File: src/rtl/ddr3_cmd_seq.sv
// Closed-page DDR3 command sequencer: one request -> ACT, tRCD gap, READ/WRITE with auto-precharge, tRC gap.
// Latency: ACT is presented the clock after acceptance; the column command follows TRCD_CYCLES clocks after the ACT handshake.
// Backpressure: commands are held stable until ctl_rdy_i; req_ready_o is high only while idle with no refresh due.
//
// Ports:
//   clock, reset            system clock, synchronous active-high reset
//   req_valid_i/req_ready_o upstream request handshake
//   req_write_i, req_addr_i request direction and word address {row, bank[2:0], col}
//   ctl_req_o/ctl_rdy_i     command handshake towards ddr3_ddl
//   ctl_seq_o               high on ACT (a column command follows)
//   ctl_cmd_o/ba_o/adr_o    command code, bank, row or column address (A10 = auto-precharge)
// Optional feature: DDR3_CMD_SEQ_REFRESH_EN enables periodic REF every TREFI_CYCLES clocks.
module ddr3_cmd_seq #(
  parameter int DDR_ROW_BITS = 13,
  parameter int DDR_COL_BITS = 10,
  parameter int TRCD_CYCLES  = 2,
  parameter int TRC_CYCLES   = 6,
  parameter int TRFC_CYCLES  = 16,
  parameter int TREFI_CYCLES = 780
) (
  input  logic                                 clock,
  input  logic                                 reset,
  input  logic                                 req_valid_i,
  output logic                                 req_ready_o,
  input  logic                                 req_write_i,
  input  logic [DDR_ROW_BITS+DDR_COL_BITS+2:0] req_addr_i,
  output logic                                 ctl_req_o,
  output logic                                 ctl_seq_o,
  input  logic                                 ctl_rdy_i,
  output logic [2:0]                           ctl_cmd_o,
  output logic [2:0]                           ctl_ba_o,
  output logic [DDR_ROW_BITS-1:0]              ctl_adr_o
);

  localparam logic [2:0] CMD_NOP   = 3'b000;
  localparam logic [2:0] CMD_READ  = 3'b010;
  localparam logic [2:0] CMD_ACT   = 3'b011;
  localparam logic [2:0] CMD_WRITE = 3'b100;

  // A zero delay parameter still costs one clock in the wait state.
  localparam int TRCD_E  = (TRCD_CYCLES < 1) ? 1 : TRCD_CYCLES;
  localparam int TRC_E   = (TRC_CYCLES  < 1) ? 1 : TRC_CYCLES;
  localparam int TRFC_E  = (TRFC_CYCLES < 1) ? 1 : TRFC_CYCLES;
  localparam int DLY_A   = (TRCD_E > TRC_E) ? TRCD_E : TRC_E;
  localparam int DLY_MAX = (DLY_A > TRFC_E) ? DLY_A : TRFC_E;
  // Counter is loaded with delay-1 and counts down to 0.
  localparam int CNT_W   = (DLY_MAX < 2) ? 1 : $clog2(DLY_MAX);

  typedef enum logic [2:0] {
    S_IDLE, S_ACT, S_TRCD, S_COL, S_TRC, S_REF, S_TRFC
  } state_t;

  state_t                  state_q, state_d;
  logic [CNT_W-1:0]        cnt_q, cnt_d;
  logic                    write_q, write_d;
  logic [2:0]              bank_q, bank_d;
  logic [DDR_ROW_BITS-1:0] row_q, row_d;
  logic [DDR_COL_BITS-1:0] col_q, col_d;
  logic [DDR_ROW_BITS-1:0] col_adr;
  logic                    ref_hold;

`ifdef DDR3_CMD_SEQ_REFRESH_EN
  localparam logic [2:0] CMD_REF = 3'b001;
  localparam int TREFI_E = (TREFI_CYCLES < 1) ? 1 : TREFI_CYCLES;
  localparam int REFI_W  = (TREFI_E < 2) ? 1 : $clog2(TREFI_E);

  logic [REFI_W-1:0] refi_q, refi_d;
  logic              ref_pend_q, ref_pend_d;
  logic              ref_due;
  logic              pend_clr;

  // Free-running interval counter; several elapsed intervals collapse into one pending flag.
  assign ref_due  = (refi_q == REFI_W'(TREFI_E - 1));
  assign refi_d   = ref_due ? '0 : refi_q + REFI_W'(1);
  // A refresh falling due this very clock already blocks new requests.
  assign ref_hold = ref_pend_q | ref_due;

  always_comb begin
    ref_pend_d = (ref_pend_q & ~pend_clr) | ref_due;
  end

  always_ff @(posedge clock) begin
    if (reset) begin
      refi_q     <= '0;
      ref_pend_q <= 1'b0;
    end else begin
      refi_q     <= refi_d;
      ref_pend_q <= ref_pend_d;
    end
  end
`else
  assign ref_hold = 1'b0;
  // Refresh interval only matters when refresh is compiled in.
  if (TREFI_CYCLES > 0) begin : g_refi_unused
  end
`endif

  // Column address with A10 forced high for auto-precharge.
  always_comb begin
    col_adr                     = '0;
    col_adr[DDR_COL_BITS-1:0]   = col_q;
    col_adr[10]                 = 1'b1;
  end

  always_comb begin
    state_d     = state_q;
    cnt_d       = cnt_q;
    write_d     = write_q;
    bank_d      = bank_q;
    row_d       = row_q;
    col_d       = col_q;
    req_ready_o = 1'b0;
    ctl_req_o   = 1'b0;
    ctl_seq_o   = 1'b0;
    ctl_cmd_o   = CMD_NOP;
    ctl_ba_o    = '0;
    ctl_adr_o   = '0;
`ifdef DDR3_CMD_SEQ_REFRESH_EN
    pend_clr    = 1'b0;
`endif

    unique case (state_q)
      S_IDLE: begin
        req_ready_o = ~reset & ~ref_hold;
`ifdef DDR3_CMD_SEQ_REFRESH_EN
        if (ref_hold) begin
          state_d = S_REF;
        end
`endif
        if (req_valid_i && req_ready_o) begin
          write_d = req_write_i;
          col_d   = req_addr_i[DDR_COL_BITS-1:0];
          bank_d  = req_addr_i[DDR_COL_BITS+2:DDR_COL_BITS];
          row_d   = req_addr_i[DDR_ROW_BITS+DDR_COL_BITS+2:DDR_COL_BITS+3];
          state_d = S_ACT;
        end
      end
      S_ACT: begin
        ctl_req_o = 1'b1;
        ctl_seq_o = 1'b1;
        ctl_cmd_o = CMD_ACT;
        ctl_ba_o  = bank_q;
        ctl_adr_o = row_q;
        if (ctl_rdy_i) begin
          cnt_d   = CNT_W'(TRCD_E - 1);
          state_d = S_TRCD;
        end
      end
      S_TRCD: begin
        if (cnt_q == '0) state_d = S_COL;
        else             cnt_d   = cnt_q - CNT_W'(1);
      end
      S_COL: begin
        ctl_req_o = 1'b1;
        ctl_cmd_o = write_q ? CMD_WRITE : CMD_READ;
        ctl_ba_o  = bank_q;
        ctl_adr_o = col_adr;
        if (ctl_rdy_i) begin
          cnt_d   = CNT_W'(TRC_E - 1);
          state_d = S_TRC;
        end
      end
      S_TRC: begin
        if (cnt_q == '0) state_d = S_IDLE;
        else             cnt_d   = cnt_q - CNT_W'(1);
      end
`ifdef DDR3_CMD_SEQ_REFRESH_EN
      S_REF: begin
        ctl_req_o = 1'b1;
        ctl_cmd_o = CMD_REF;
        if (ctl_rdy_i) begin
          cnt_d   = CNT_W'(TRFC_E - 1);
          state_d = S_TRFC;
        end
      end
      S_TRFC: begin
        if (cnt_q == '0) begin
          pend_clr = 1'b1;
          state_d  = S_IDLE;
        end else begin
          cnt_d = cnt_q - CNT_W'(1);
        end
      end
`endif
      default: state_d = S_IDLE;
    endcase
  end

  // Reset discards any latched request so an aborted transaction never resumes.
  always_ff @(posedge clock) begin
    if (reset) begin
      state_q <= S_IDLE;
      cnt_q   <= '0;
      write_q <= 1'b0;
      bank_q  <= '0;
      row_q   <= '0;
      col_q   <= '0;
    end else begin
      state_q <= state_d;
      cnt_q   <= cnt_d;
      write_q <= write_d;
      bank_q  <= bank_d;
      row_q   <= row_d;
      col_q   <= col_d;
    end
  end

endmodule

File: config.mk
export PLATFORM = sky130hd
export DESIGN_NAME = ddr3_cmd_seq
export DESIGN_NICKNAME = d
export VERILOG_FILES = /design/src/rtl/ddr3_cmd_seq.sv
export SDC_FILE = /design/constraint.sdc
export NUM_CORES = 1
export LEC_CHECK = 0
export BUFFER_PORTS_ARGS = -buffer_cell sky130_fd_sc_hd__buf_2
export CAP_MARGIN = 25
export CORE_MARGIN = 5
export CORE_UTILIZATION = 39
export DETAILED_ROUTE_END_ITERATION = 7
export PLACE_DENSITY = 0.6
export SYNTH_ARGS = -nofsm -noshare
export SYNTH_HDL_FRONTEND = slang
export SYNTH_SLANG_ARGS = --single-unit
File: constraint.sdc
create_clock -name clock -period 1.7 [get_ports clock]
set_input_delay 0.085 -clock clock [delete_from_list [all_inputs] [get_ports clock]]
set_output_delay 0.085 -clock clock [all_outputs]
set_load 0.005 [all_outputs]
==> summary.md, run 1 <==
| Metric | Value |
|---|---|
| Die Span Y | 73.5 um |
| EDFF count, synth | 0 |
| Synth Area in Compound Gates | 4.94% |
| Pins Over Slew Limit | 0 |
| DRC viols | 0 |
| First-pass GRT wire length | 6610 um |
| Clock latency on the worst-skew pair | 280 ps |
| PwrDens | 943 mW/mm^2 |
| Non-Filler Instances | 337 |
| Hold crit path type | primary input to flop |
| DP Cell Count | 302 |
| Mux cell area share after synthesis | 6.37% |
| Mapped Area | 0.00157 mm^2 |
| Routed len/inst | 12.0 um |
| Synthesized netlist net count | 236 |
| Via count | 1594 |
| Cell variety after synth | 35 |
| Worst setup path endpoint | ctl_adr_o[11] |
| Largest cells by area after synthesis | dfxtp_1, nand2_1, nand3_1, mux2i_1, nor2_1 |
| Initial Utilization | 39.9% |
| Layout cells sized above 1 | 26.1% |
| Reg-to-reg critical path endpoint | cnt_q[1]$_SDFFE_PP0P_ |
| Synth top area share | 43.3% |
| Number of max-cap violations | 0 |
| Mean Syn Cell Area | 7.70 um^2 |
| Vias in the first global route | 1486 |
| DP Wirelength | 2710 um |
| GP Congestion | 0.813 |
| Final core occ | 59.0% |
| Yosys reg bits | 34 |
| Syn-to-layout area delta | 47.9% |
| Post-route ant nets | 0 |
| Final period utilization | 90.7% |
| IO Port Bufs | 52 |
| Multi-input gate area | 811 um^2 |
| Grt ovf | 0 |
| Core area | 0.00394 mm^2 |
| CTS max path bufs | 2 |
| Initial DRC count | 153 |
| # Post-CTS Setup Buffers | 0 |
| Worst-Margin Slew | 346 ps |
| Static leakage | 1.14 nW |
| CP Launch Point | state_q[2]$_SDFFE_PP0P_ |
| Antenna diode count | 0 |
| Die area | 0.00540 mm^2 |
| Setup violators final | 0 |
| Crit Path Class | flop to primary output |
| Core Rows | 23 |
| Die width | 73.5 um |
| Clk root buf | clkbuf_8 |
| Hold slack | 114 ps |
| Largest net degree at the start of global routing | 26 |
| Worst reg-to-reg setup slack | 200 ps |
| Critical Path Start Type | flop |
| Vias per cell | 4.73 |
| TritonCTS clock tree | yes |
| Synth Area in XOR/XNOR | 1.11% |
| Total wire length | 4040 um |
| I/O pin cnt | 53 |
| Final critical-path required period | 1540 ps |
| Area leader, netlist | dfxtp_1 |
| Adder-cell share of the synthesized area | 0.796% |
| Endpoint type of the worst setup path | primary output |
| Unrepaired setup endpoints after global routing | false |
| Clock skew | 8.11 ps |
| Num Clock Sinks | 34 |
| Worst EP required | 1620 ps |
| Status | finished clean |
| Simple-gate portion of the synthesized area | 38.4% |
| Inserted Clock Buffers | 5 |
| Sequential share of the synthesized area | 43.3% |
| FF-to-FF Start | cnt_q[0]$_SDFFE_PP0P_ |
| H-tree levels | 2 |
| Synth Instances | 204 |
| Normalized max-slew margin | 76.7% |
| Fillers | 369 |
| Setup_tns | 0 ps |
| Worst vdd ir | 561 uV |
| CP max FO | 14 |
| Peak Freq | 648 MHz |
| FF-to-FF path depth | 6 |
| Initial antenna violation count | 0 |
| Ys Warns | 0 |
| DR pass1 iterations | 4 |
| Main combinational cell family by area after synthesis | simple AND/OR/NAND/NOR gates |
| WP data arrival | 1460 ps |
| Gr usage total | 15.6% |
| Most used DFF post-synth | dfxtp_1 |
| Ys async rst share | 0% |
| Worst-path clk slew | 70 ps |
| Final Hold Violating Endpoints | 0 |
| Final #Nets | 318 |
| Register area | 683 um^2 |
==> synth_stat cells (2+ instances only) <==
| cell | instances |
|---|---|
| nand2_1 | 59 |
| dfxtp_1 | 34 |
| nand3_1 | 27 |
| nor2_1 | 20 |
| mux2i_1 | 10 |
| buf_2 | 7 |
| and2_1 | 6 |
| a21oi_1 | 4 |
| clkbuf_1 | 4 |
| nand3b_1 | 3 |
| o21ai_0 | 3 |
| buf_4 | 2 |
| inv_1 | 2 |
| nor3_1 | 2 |
==> how the worst min path moves through the flow <==
stage | end | cells past startpoint | from | slack (ps)
2_1_floorplan | bank_q[0]$_SDFFE_PP0P_ | 2 | req_addr_i[10] | 180
3_3_place_gp | col_q[1]$_SDFFE_PP0P_ | 3 | req_addr_i[1] | 270
3_5_place_dp | row_q[8]$_SDFFE_PP0P_ | 3 | req_addr_i[21] | 270
4_1_cts | state_q[2]$_SDFFE_PP0P_ | 3 | ctl_rdy_i | 120
5_1_grt | state_q[2]$_SDFFE_PP0P_ | 3 | ctl_rdy_i | 130
6_report | state_q[2]$_SDFFE_PP0P_ | 3 | ctl_rdy_i | 110
==> placed cells by master, fill, tap and decap left out, drive strengths merged, types with 2 or more instances in the layout <==
master,Yosys,layout
mux2i,10,10
and2,6,6
nand2,59,59
dfxtp,34,34
a21oi,4,4
nand3b,3,3
nand3,27,27
clkbuf,4,6
inv,3,3
buf,9,61
bufinv,0,2
nand2b,2,2
nor3,2,2
o21ai,3,3
dlygate4sd3,0,27
nor2,20,20
==> registers in the layout (all words and copies together), names as in the netlist <==
signal	count
bank_q	3
cnt_q	4
col_q	10
row_q	13
state_q	3
write_q	1
==> critical path: stages (launching register included) <==
cell and delay (ps):
dfxtp_2 430, nand2b_4 170, buf_4 200, nor2_1 90
and2_1 160, buf_2 120
==> report_power, final <==
part,switching (mW),internal (mW),total [mW]
clock,0.286,0.625,0.912
sequential,0.0420,0.861,0.903
combinational,0.182,0.194,0.376
total,0.511,1.68,2.19
==> layout make-up <==
class,count,share of cell area [%]
tap,50,2.69
multi-input combinational,153,34.9
clock inverter,2,2.58
inverter,4,0.646
sequential,34,29.4
clock buffer,6,3.55
timing repair buffer,88,26.3
==> metal layers <==
metal	up-vias	global-route usage, %	part of all wire (%)
met4	0	4.23	1.0
met1	717	19.7	44
met2	36	25.4	49
met3	4	5.20	5.8
li1	837	-	-
met5	-	0	0
==> logic make-up (layout without fill, tap and decap cells) <==
group,Yosys count,in the layout
AOI/OAI and AO/OA,12,12
adders and majority gates,1,1
DFF,34,34
buffers and inverters,17,100
and+or+nand+nor,128,128
xor gates and xnor gates,2,2
muxes,10,10
==> timing repair <==
action                                  in CTS  in global routing
gates resized for setup                      0                  2
hold buffers                                27                  0
endpoints found under the setup margin       0                  2
hold endpoints to repair                    27                  0
==> stage by stage <==
step                      area (um^2)  worst slack, ps  total power, mW
after floorplan                  1570              302             1.12
after global placement           1910              241             1.25
after detailed placement         1910              223             1.25
after CTS                        2320             8.08             2.21
after global routing             2320             35.2             2.30
final                            2320              158             2.19
No activity file was read; power rests on OpenSTA's default activity.
==> run 2, diff against run 1 <==
--- a/config.mk
+++ b/config.mk
@@ -6,11 +6,11 @@
 export NUM_CORES = 1
 export LEC_CHECK = 0
 export BUFFER_PORTS_ARGS = -buffer_cell sky130_fd_sc_hd__buf_2
-export CAP_MARGIN = 25
+export CAP_MARGIN = 20
 export CORE_MARGIN = 5
-export CORE_UTILIZATION = 39
+export CORE_UTILIZATION = 49
 export DETAILED_ROUTE_END_ITERATION = 7
-export PLACE_DENSITY = 0.6
+export PLACE_DENSITY = 0.74
 export SYNTH_ARGS = -nofsm -noshare
 export SYNTH_HDL_FRONTEND = slang
 export SYNTH_SLANG_ARGS = --single-unit
==> summary.md, run 2 (synthesis gave the netlist of run 1 again) <==
| Metric | Value |
|---|---|
| Status | finished clean |
| Initial Utilization | 51.5% |
| Clock skew | 6.23 ps |
| CP max stage delay | 490 ps |
| Sequential power share | 51.8% |
| Setup_tns | 0 ps |
| Num Clock Sinks | 34 |
| Endpoint type of the worst setup path | primary output |
| CP bufs+invs | 2 |
| Vias in the first global route | 1562 |
| Worst-path clk slew | 100 ps |
| Setup violators final | 0 |
| Die area | 0.00444 mm^2 |
| Comb pwr share | 21.5% |
| Most frequent cells in the layout | nand2_1, buf_2, dfxtp_1, nand3_1, dlygate4sd3_1 |
| Fillers | 260 |
| Crit Path Class | flop to primary output |
| Grt ovf | 0 |
| Pint | 1.25 mW |
| Die width | 66.6 um |
| Worst path cell trace | nand2b_4, buf_4, nor2_1, and2_1, buf_2 |
| Worst vdd ir | 543 uV |
| Hold slack | 44.2 ps |
| Worst reg-to-reg setup slack | 210 ps |
| Initial antenna violation count | 0 |
| Worst-Margin Slew | 358 ps |
| DP Wirelength | 2620 um |
| Worst EP required | 1620 ps |
| Post-route ant nets | 0 |
| Pins Over Slew Limit | 0 |
| Delay-heaviest family, CP | flip-flops |
| Normalized max-slew margin | 75.9% |
| PwrDens | 783 mW/mm^2 |
| Worst Slack Setup Final | 112 ps |
| Hold crit path type | primary input to flop |
| Largest net degree at the start of global routing | 27 |
| First-pass GRT wire length | 6970 um |
| Non-Filler Instances | 329 |
| H-tree levels | 2 |
| Post-layout power | 1.74 mW |
| CTS max path bufs | 2 |
| Most common cell after layout, fill and taps aside | nand2_1 |
| Gr usage total | 20.9% |
| IO Port Bufs | 52 |
| Number of flip-flops under the largest register name | 13 |
| Inserted Clock Buffers | 5 |
| WP data arrival | 1500 ps |
| Final Hold Violating Endpoints | 0 |
| Layout cells sized above 1 | 26.0% |
| Core area | 0.00305 mm^2 |
| Number of max-cap violations | 0 |
| Via count | 1638 |
| Unrepaired setup endpoints after global routing | false |
| Switch Pwr | 0.494 mW |
| Clk root buf | clkbuf_4 |
| Final #Nets | 316 |
| Clock latency on the worst-skew pair | 330 ps |
| CP max FO | 14 |
| Routed len/inst | 12.6 um |
| Final period utilization | 93.4% |
| DR pass1 iterations | 4 |
| Final critical-path required period | 1590 ps |
| Static leakage | 1.09 nW |
| Vias per cell | 4.98 |
| Core Rows | 20 |
| Clock share of power | 26.7% |
| Die Span Y | 66.6 um |
| Initial DRC count | 149 |
| Critical Path Start Type | flop |
| I/O pin cnt | 53 |
| Antenna diode count | 0 |
| CP max stage cell | dfxtp_2 |
| Total wire length | 4150 um |
| DP Cell Count | 294 |
| Top Registers | row_q: 13 flops, col_q: 10 flops, cnt_q: 4 flops |
| DRC viols | 0 |
| Switching share of power | 28.3% |
| Pre-CTS setup slack | 201 ps |
| Peak Freq | 630 MHz |
| GP Congestion | 0.928 |
| TritonCTS clock tree | yes |
| Largest register by flop count | row_q |
| Syn-to-layout area delta | 41.7% |
run 2: tightest hold or removal path: cells and delay by family:
family / cells / cell delay (ps)
compound gates: 1 / 60
buf+inv: 1 / 120
simple gates: 1 / 80
run 2: repair_timing:
action,in CTS,in global routing
hold buffers,27,0
cloned,0,0
hold endpoints to repair,27,0
pin swaps,0,0
resized for setup,2,3
setup endpoints to repair,2,1
setup buffers,0,0
run 2: power by group through the flow:
| stage | clock [mW] | combinational [mW] | sequential (mW) |
|---|---|---|---|
| 2_1_floorplan | 0 | 0.215 | 0.903 |
| 3_3_place_gp | 0 | 0.320 | 0.918 |
| 3_5_place_dp | 0 | 0.322 | 0.921 |
| 4_1_cts | 0.475 | 0.372 | 0.904 |
| 5_1_grt | 0.525 | 0.421 | 0.912 |
| 6_report | 0.465 | 0.375 | 0.903 |
run 2: stage by stage:
step,utilization (%),cell area (um^2)
4_1_cts,72.7,2220
6_report,73.0,2230
5_1_grt,73.0,2230
3_3_place_gp,61.8,1890
3_5_place_dp,61.8,1890
2_1_floorplan,-,1570
run 2: final timing paths:
check / startpoint / to / cells past startpoint
setup reg to reg: cnt_q[0]$_SDFFE_PP0P_ / cnt_q[1]$_SDFFE_PP0P_ / 6
hold / removal: ctl_rdy_i / state_q[2]$_SDFFE_PP0P_ / 3
setup / recovery: state_q[0]$_SDFFE_PP0P_ / ctl_adr_o[12] / 5
hold reg to reg: bank_q[0]$_SDFFE_PP0P_ / bank_q[0]$_SDFFE_PP0P_ / 2
run 2: metal layers:
metal | up-vias | part of all wire, % | track usage [%]
met1 | 738 | 43 | 24.4
met5 | - | 0 | 0
met3 | 7 | 6.5 | 7.42
met4 | 0 | 1.1 | 6.35
li1 | 839 | - | -
met2 | 54 | 49 | 35.5
run 2: layout make-up:
cell class | count | area, um^2 | area share [%]
well taps | 44 | 55.1 | 2.47
inverters | 4 | 15.0 | 0.674
multi-input cells | 153 | 816 | 36.6
clock inverters | 1 | 5.00 | 0.225
repair buffers | 86 | 596 | 26.7
clock buffers | 7 | 55.1 | 2.47
flip-flops and latches | 34 | 686 | 30.8
==> run 3, diff against run 2 <==
--- a/config.mk
+++ b/config.mk
@@ -7,8 +7,10 @@
 export LEC_CHECK = 0
 export BUFFER_PORTS_ARGS = -buffer_cell sky130_fd_sc_hd__buf_2
 export CAP_MARGIN = 20
+export CELL_PAD_IN_SITES_DETAIL_PLACEMENT = 0
+export CELL_PAD_IN_SITES_GLOBAL_PLACEMENT = 1
 export CORE_MARGIN = 5
-export CORE_UTILIZATION = 49
+export CORE_UTILIZATION = 35
 export DETAILED_ROUTE_END_ITERATION = 7
 export PLACE_DENSITY = 0.74
 export SYNTH_ARGS = -nofsm -noshare
==> summary.md, run 3 (synthesis gave the netlist of run 1 again) <==
| Metric | Value |
|---|---|
| Status | finished clean |
| Unrepaired setup endpoints after global routing | false |
| Layout cells sized above 1 | 25.8% |
| Wire length on met3 | 220 um |
| GP Congestion | 0.813 |
| Largest net degree at the start of global routing | 26 |
| CP max stage cell | dfxtp_2 |
| Initial DRC count | 75 |
| Multi-input gate area | 811 um^2 |
| Critical Path Start Type | flop |
| Core Rows | 24 |
| Vias per cell | 4.69 |
| Clock skew | 2.59 ps |
| Post-layout power | 1.90 mW |
| H-tree levels | 2 |
| Clock latency on the worst-skew pair | 280 ps |
| # Post-CTS Setup Buffers | 0 |
| Static leakage | 1.12 nW |
| Worst-path clk slew | 70 ps |
| Inserted Clock Buffers | 5 |
| Crit Path Class | flop to primary output |
| Register area | 683 um^2 |
| TritonCTS clock tree | yes |
| Worst-Margin Slew | 367 ps |
| Endpoint type of the worst setup path | primary output |
| Setup violators final | 0 |
| FF-to-FF Start | cnt_q[0]$_SDFFE_PP0P_ |
| Vias in the first global route | 1571 |
| Post-route ant nets | 0 |
| Hold Path Depth | 3 |
| Setup_tns | 0 ps |
| Die width | 77.0 um |
| Fillers | 428 |
| M1 wire length | 1840 um |
| Number of flip-flops under the largest register name | 13 |
| IO Port Bufs | 52 |
| Clk root buf | clkbuf_8 |
| Normalized max-slew margin | 75.3% |
| Core area | 0.00435 mm^2 |
| Initial antenna violation count | 0 |
| Largest register by flop count | row_q |
| Reg-to-reg critical path endpoint | cnt_q[1]$_SDFFE_PP0P_ |
| Initial Utilization | 36.1% |
| Worst reg-to-reg setup slack | 180 ps |
| Uppermost routed layer | met4 |
| Worst path cell trace | nand2b_4, buf_4, nor2_1, and2_1, buf_2 |
| DR pass1 iterations | 4 |
| Hold crit path type | primary input to flop |
| Syn-to-layout area delta | 45.6% |
| Pins Over Slew Limit | 0 |
| Number of max-cap violations | 0 |
| WP data arrival | 1440 ps |
| Worst vdd ir | 483 uV |
| Hold slack | 94.4 ps |
| Final Hold Violating Endpoints | 0 |
| DP Wirelength | 2790 um |
| Antenna diode count | 0 |
| Via count | 1590 |
| Most frequent cells in the layout | nand2_1, buf_2, dfxtp_1, nand3_1, dlygate4sd3_1 |
| Grt ovf | 0 |
| Num Clock Sinks | 34 |
| Final critical-path required period | 1530 ps |
| CP max stage delay | 430 ps |
| I/O pin cnt | 53 |
| DRC viols | 0 |
| Hold path endpoint | state_q[2]$_SDFFE_PP0P_ |
| Final #Nets | 318 |
| Most common cell after layout, fill and taps aside | nand2_1 |
| CP max FO | 14 |
| Peak Freq | 655 MHz |
| Die area | 0.00593 mm^2 |
| FF-to-FF path depth | 6 |
| Metal2 WL | 1990 um |
| Hold_sp | ctl_rdy_i |
| Gr usage total | 14.6% |
| Routed len/inst | 12.2 um |
| Die Span Y | 77.0 um |
| First-pass GRT wire length | 7040 um |
| PwrDens | 831 mW/mm^2 |
| Final period utilization | 89.8% |
| Total wire length | 4120 um |
| CTS max path bufs | 2 |
| Top Registers | row_q: 13 flops, col_q: 10 flops, cnt_q: 4 flops |
| Worst EP required | 1620 ps |
-- run 3: per-layer routing --
| metal | vias to the layer above | track usage [%] |
|---|---|---|
| met1 | 710 | 16.6 |
| li1 | 837 | - |
| met2 | 36 | 25.2 |
| met4 | 0 | 5.67 |
| met3 | 7 | 4.45 |
| met5 | - | 0 |
-- run 3: how the worst max path moves through the flow --
stage	end	depth (start not counted)	slack [ps]	from
2_1_floorplan	cnt_q[0]$_SDFFE_PP0P_	6	300	state_q[2]$_SDFFE_PP0P_
3_3_place_gp	cnt_q[1]$_SDFFE_PP0P_	6	200	cnt_q[0]$_SDFFE_PP0P_
3_5_place_dp	cnt_q[1]$_SDFFE_PP0P_	6	200	cnt_q[0]$_SDFFE_PP0P_
4_1_cts	ctl_adr_o[11]	5	20	state_q[2]$_SDFFE_PP0P_
5_1_grt	cnt_q[1]$_SDFFE_PP0P_	6	50	cnt_q[0]$_SDFFE_PP0P_
6_report	ctl_adr_o[11]	5	170	state_q[2]$_SDFFE_PP0P_
-- run 3: per-stage QoR --
stage	instance area, um^2	setup WS (ps)	std cells	util (%)
finish	2290	174	339	52.6
floorplan	1570	302	204	-
global placement	1920	197	304	44.2
detailed placement	1920	199	304	44.2
CTS	2290	17.3	339	52.5
global route	2290	45.1	339	52.6
-- run 3: layout make-up --
type	instances	share of cell area (%)
inverter	4	0.656
multi-input combinational	153	35.4
clock inverter	1	0.219
tap	52	2.84
clock buffer	7	3.77
timing repair buffer	88	27.2
sequential	34	29.9
-- run 3: what timing repair did --
item                                    CTS  global route
hold endpoints to repair                 27             0
endpoints found under the setup margin    0             2
gates resized for setup                   0             2
hold buffers                             27             0
-- run 3: critical path: cells and delay by family, from the launching register on --
kind,cells,cell delay (ps)
buffers and inverters,2,320
flip-flops,1,430
AND/OR/NAND/NOR,3,410
-- run 3: where the power goes --
| group | total, mW | switching (mW) | internal (mW) |
|---|---|---|---|
| clock network | 0.614 | 0.287 | 0.327 |
| registers | 0.905 | 0.0433 | 0.861 |
| logic | 0.383 | 0.183 | 0.200 |
| total | 1.90 | 0.513 | 1.39 |
